File: src/rtl/vga_capture.sv
// Receive side of the VGA pixel interface: samples hs/vs/rgb, recovers pixel and
// line position from sync edges and writes an IMG_W x IMG_H window into a frame RAM.
module vga_capture #(
    parameter int H_SYNC = 96,
    parameter int V_SYNC = 2,
    parameter int H_BACK = 48,
    parameter int V_BACK = 33,
    parameter int X0     = 0,
    parameter int Y0     = 0,
    parameter int IMG_W  = 256,
    parameter int IMG_H  = 256
) (
    input  logic        clk,
    input  logic        rst_n,
    input  logic        start,
    input  logic        hs,
    input  logic        vs,
    input  logic [7:0]  rgb,
    output logic        wr_en,
    output logic [15:0] wr_addr,
    output logic [7:0]  wr_data,
    output logic        busy,
    output logic        done,
    output logic        err
);

    typedef enum logic [1:0] {
        ST_IDLE    = 2'd0,
        ST_ARMED   = 2'd1,
        ST_CAPTURE = 2'd2
    } state_t;

    localparam logic [12:0] H_OFF   = 13'(H_SYNC + H_BACK + X0);
    localparam logic [12:0] H_END   = 13'(H_SYNC + H_BACK + X0 + IMG_W);
    localparam logic [11:0] V_OFF   = 12'(V_SYNC + V_BACK + Y0);
    localparam logic [11:0] V_END   = 12'(V_SYNC + V_BACK + Y0 + IMG_H);
    localparam logic [7:0]  H_OFF8  = 8'(H_SYNC + H_BACK + X0);
    localparam logic [7:0]  V_OFF8  = 8'(V_SYNC + V_BACK + Y0);
    localparam logic [7:0]  COL_END = 8'(IMG_W - 1);
    localparam logic [7:0]  ROW_END = 8'(IMG_H - 1);

    function automatic logic [11:0] sat_inc12(input logic [11:0] v);
        logic [11:0] r;
        if (v == 12'hfff) r = v;
        else              r = v + 12'd1;
        return r;
    endfunction

    function automatic logic [10:0] sat_inc11(input logic [10:0] v);
        logic [10:0] r;
        if (v == 11'h7ff) r = v;
        else              r = v + 11'd1;
        return r;
    endfunction

    logic        hs_r, vs_r, hs_prev_r, vs_prev_r;
    logic [7:0]  rgb_r;
    logic [11:0] p_r, p_s;
    logic [10:0] l_r, l_s;
    logic        hs_fall_s, vs_fall_s, in_win_s, last_s;
    logic [7:0]  col_s, row_s;
    state_t      state_r, state_nxt;
    logic        wr_en_r, wr_en_nxt, done_r, done_nxt, err_r, err_nxt, busy_r;
    logic [15:0] wr_addr_r;
    logic [7:0]  wr_data_r;

    // Input sampling stage plus previous sync levels for edge detection
    always_ff @(posedge clk or negedge rst_n) begin
        if (!rst_n) begin
            hs_r      <= 1'b1;
            vs_r      <= 1'b1;
            hs_prev_r <= 1'b1;
            vs_prev_r <= 1'b1;
            rgb_r     <= 8'd0;
        end else begin
            hs_r      <= hs;
            vs_r      <= vs;
            hs_prev_r <= hs_r;
            vs_prev_r <= vs_r;
            rgb_r     <= rgb;
        end
    end

    assign hs_fall_s = hs_prev_r & ~hs_r;
    assign vs_fall_s = vs_prev_r & ~vs_r;

    // Position of the sample currently held in rgb_r; vs edge wins over hs edge
    always_comb begin
        p_s = sat_inc12(p_r);
        l_s = l_r;
        if (hs_fall_s) p_s = 12'd0;
        else           p_s = sat_inc12(p_r);
        if (vs_fall_s)      l_s = 11'd0;
        else if (hs_fall_s) l_s = sat_inc11(l_r);
        else                l_s = l_r;
    end

    // Position counters track the last processed sample
    always_ff @(posedge clk or negedge rst_n) begin
        if (!rst_n) begin
            p_r <= 12'd0;
            l_r <= 11'd0;
        end else begin
            p_r <= p_s;
            l_r <= l_s;
        end
    end

    // Range check on full-width positions so a saturated counter never aliases into the window
    assign in_win_s = ({1'b0, p_s} >= H_OFF) && ({1'b0, p_s} < H_END) &&
                      ({1'b0, l_s} >= V_OFF) && ({1'b0, l_s} < V_END);
    assign col_s    = p_s[7:0] - H_OFF8;
    assign row_s    = l_s[7:0] - V_OFF8;
    assign last_s   = in_win_s && (col_s == COL_END) && (row_s == ROW_END);

    // Capture sequencing: arm on start, run from the next frame edge, end on last pixel or early vs
    always_comb begin
        state_nxt = state_r;
        wr_en_nxt = 1'b0;
        done_nxt  = 1'b0;
        err_nxt   = err_r;
        case (state_r)
            ST_IDLE: begin
                if (start) begin
                    state_nxt = ST_ARMED;
                    err_nxt   = 1'b0;
                end else begin
                    state_nxt = ST_IDLE;
                end
            end
            ST_ARMED: begin
                if (vs_fall_s) state_nxt = ST_CAPTURE;
                else           state_nxt = ST_ARMED;
            end
            ST_CAPTURE: begin
                if (vs_fall_s) begin
                    state_nxt = ST_IDLE;
                    done_nxt  = 1'b1;
                    err_nxt   = 1'b1;
                end else if (in_win_s) begin
                    wr_en_nxt = 1'b1;
                    if (last_s) begin
                        state_nxt = ST_IDLE;
                        done_nxt  = 1'b1;
                    end else begin
                        state_nxt = ST_CAPTURE;
                    end
                end else begin
                    state_nxt = ST_CAPTURE;
                end
            end
            default: begin
                state_nxt = ST_IDLE;
            end
        endcase
    end

    // State register and registered RAM write port / status outputs
    always_ff @(posedge clk or negedge rst_n) begin
        if (!rst_n) begin
            state_r   <= ST_IDLE;
            wr_en_r   <= 1'b0;
            wr_addr_r <= 16'd0;
            wr_data_r <= 8'd0;
            done_r    <= 1'b0;
            err_r     <= 1'b0;
            busy_r    <= 1'b0;
        end else begin
            state_r <= state_nxt;
            wr_en_r <= wr_en_nxt;
            done_r  <= done_nxt;
            err_r   <= err_nxt;
            busy_r  <= (state_nxt != ST_IDLE);
            if (wr_en_nxt) begin
                wr_addr_r <= {row_s, col_s};
                wr_data_r <= rgb_r;
            end
        end
    end

    assign wr_en   = wr_en_r;
    assign wr_addr = wr_addr_r;
    assign wr_data = wr_data_r;
    assign done    = done_r;
    assign err     = err_r;
    assign busy    = busy_r;

endmodule

File: config.mk
export PLATFORM = sky130hd
export DESIGN_NAME = vga_capture
export DESIGN_NICKNAME = d
export VERILOG_FILES = /design/src/rtl/vga_capture.sv
export SDC_FILE = /design/constraint.sdc
export NUM_CORES = 1
export LEC_CHECK = 0
export CORE_MARGIN = 10
export CORE_UTILIZATION = 32
export CTS_BUF_LIST = sky130_fd_sc_hd__clkbuf_8 sky130_fd_sc_hd__clkbuf_16
export DETAILED_ROUTE_END_ITERATION = 10
export GPL_TIMING_DRIVEN = 0
export SYNTH_ARGS = -nofsm -noshare
export SYNTH_HDL_FRONTEND = slang
export SYNTH_SLANG_ARGS = --single-unit
File: constraint.sdc
create_clock -name clk -period 3.6 [get_ports clk]
set_input_delay 1.08 -clock clk [delete_from_list [all_inputs] [get_ports clk]]
set_output_delay 1.08 -clock clk [all_outputs]
set_load 0.02 [all_outputs]
==> results of run 1 <==
-- layout make-up --
| type | count | area, um^2 |
|---|---|---|
| Buffer | 7 | 71.32 |
| Tap cell | 133 | 166.4 |
| Fill cell | 1001 | 5731 |
| Inverter | 22 | 82.58 |
| Clock inverter | 6 | 43.79 |
| Timing Repair Buffer | 47 | 450.4 |
| Sequential cell | 65 | 1633 |
| Clock buffer | 10 | 137.6 |
| Multi-Input combinational cell | 191 | 1504 |
-- kinds of logic after synthesis --
group	after synthesis
simple gates	93
flops	65
compound gates	52
buf+inv	33
mux	29
xor+xnor	10
fa+ha+maj	7
-- sequential cells by signal, summed over array words and instances (netlist names), 2 cells and up --
| register | count |
|---|---|
| l_r | 11 |
| p_r | 12 |
| rgb_r | 8 |
| state_r | 2 |
| wr_addr | 16 |
| wr_data | 8 |
-- placed cells by master, fill, tap and decap left out, drive strengths merged, types with 8 or more instances in the layout --
cell type | netlist | routed
inv | 22 | 22
xnor2 | 8 | 8
nand3 | 13 | 13
mux2i | 13 | 13
dfrtp | 61 | 61
and3 | 10 | 10
a21oi | 10 | 10
buf | 4 | 12
clkbuf | 7 | 13
mux2 | 16 | 16
nor2 | 15 | 15
nand4 | 8 | 8
nand2 | 9 | 9
clkdlybuf4s50 | 0 | 39
-- how the worst min path moves through the flow --
stage / slack, ps / end / from
after floorplan: 360 / vs_prev_r / vs_r
after global placement: 360 / vs_prev_r / vs_r
after detailed placement: 360 / vs_prev_r / vs_r
after CTS: 370 / vs_prev_r / vs_r
after global routing: 380 / vs_prev_r / vs_r
final: 370 / vs_prev_r / vs_r
-- where the power goes --
part	internal [uW]	total, uW	switching (uW)
Clock	268	566	298
Sequential	784	838	54.1
Combinational	131	295	164
Total	1180	1700	517
-- layer usage --
metal,wire [um],GRT usage,share of wire,up-vias
met3,560,0.04188,0.074,6
met2,3503,0.1566,0.47,74
met5,0,0,0,-
met4,73,0.03846,0.0097,0
li1,-,-,-,1160
met1,3390,0.1346,0.45,1180
-- worst max-delay path, cell delays in order, from the launching register on --
cell and delay [ps]:
dfrtp_2 460, ha_1 270, and4_4 230, and4_4 210, o211ai_1 250, buf_4 170, buf_4 110, ha_1 130
nand2_1 60, a211oi_1 240, nand4_1 200, or4_1 510, o41ai_2 270, o211ai_1 160
-- through the flow --
stage	hold WS, ps	util
after floorplan	358.1	-
after global placement	362.4	0.3876
after detailed placement	364.7	0.3874
after CTS	375.0	0.4099
after global routing	380.7	0.4164
final	372.7	0.4164
-- what timing repair did --
item | CTS | global route
setup endpoints to repair | 26 | 23
pin swaps | 3 | 2
cloned | 0 | 0
resized for setup | 6 | 13
buffers inserted | 4 | 3
==> out/metrics.yaml, run 1 <==
status: "completed"
tightest_slew_ps: 821.7
place_ws_ps: -212.6
max_freq_mhz: 294.0
netlist_instances: 289
synth-seq-area-share: 0.5037
period_share: 0.9450
h-tree-depth: 3
cts_made_buffers: 9
grt_pass1_wl_um: 12390
vias: 2420
yosys.area.top_type: "dfrtp_1"
vdd.ir_drop.worst_uv: 262.4
synth_top_family_by_area: "simple AND/OR/NAND/NOR gates"
r2r_setup_slack_ps: 200
worstReg2RegEnd: "state_r[1]"
io-pin-count: 41
final_area_mm2: 0.004089
clock_latency_ps: 340
rows: 36
first_iter_violations: 172
hold_viol: 0
r2r-start: "p_r[0]"
crit_type: "reg -> reg"
grt_usage: 0.1052
startpoint_type: "register"
final.setup.tns_ps: 0
wl_per_cell_um: 15.65
ys.flop_type: "dfrtp_1"
synthSimpleGateAreaFrac: 0.1657
required_ps: 3810
grt_max_degree: 66
viasPerCell: 5.031
yosysMostFrequentCell: "dfrtp_1"
syn_nets: 309
overflow: 0
drive_gt1_frac: 0.2011
slew_headroom: 0.4522
antenna_left: 0
p_total_uw: 1699
synthAdderAreaFrac: 0.02704
arrival_ps: 3610
cp-end-kind: "register"
routed_wl_um: 7528
synthTopCellsByArea: "dfrtp_1 47%, mux2_4 5.1%, mux2i_1 4.0%"
cts_tree: "yes"
placed_area_mm2: 0.003804
root_buffer: "clkbuf_8"
clk_pin_slew_ps: 80
critical_path.endpoint: "state_r[1]"
synth_edf_count: 0
cp_max_fo: 8
clock_skew_ps: 10.09
synth_xor_xnor_area_share: 0.02704
finalCriticalPeriod_ps: 3402
worst_slack_ps: 198.2
instances_no_fill: 481
die_w_um: 120.6
ys_seq_elements: 65
drt_pass1_iterations: 4
min_path_type: "reg -> reg"
hold_depth: 0
synth_cell_types: 56
start_util: 0.3299
ff2ff_path_depth: 13
power_leakage_uw: 0.001919
synth_compound_area_frac: 0.1182
syn_area_per_cell_um2: 11.21
hpwl_um: 5183
die_area_mm2: 0.01455
drv_cap: 0
grt_pass1_vias: 2408
antenna_cells: 0
setup_viol: 0
place_congestion: 0.8084
synth.area.mux_share: 0.1085
cts_hold_buf: 0
core_mm2: 0.009819
power_per_cell_area_mw_per_mm2: 415.6
rsz0062_at_grt: "no"
cts_buffer_depth: 2
grt_antenna_before_repair: 0
fin_nets: 363
yosys.area.top_type_share: 0.4712
clock-sinks: 65
slew_viol_final: 0
drc: 0
ys_async_sr_fraction: 1.000
area_growth_pct: 26.23
mappedNetlistArea_mm2: 0.003239
die_y_um: 120.6
yosysWarnings: 0
portBuffers: 40
place_inst: 462
ys_top_cells_by_count: "61 x dfrtp_1, 22 x inv_1, 15 x nor2_1"
crit_path_start: "p_r[0]"
No activity file was read; power rests on OpenSTA's default activity.
==> run 2, diff against run 1 <==
==> constraint.sdc (replaced) <==
create_clock -name clk -period 3.6 [get_ports clk]
set_input_delay 1.08 -clock clk [delete_from_list [all_inputs] [get_ports clk]]
set_output_delay 1.08 -clock clk [all_outputs]
set_load 0.005 [all_outputs]
==> results of run 2 <==
The final DEF is identical to that of run 1. Status: completed.
Main changes from that run: total power 1699 uW -> 1685 uW
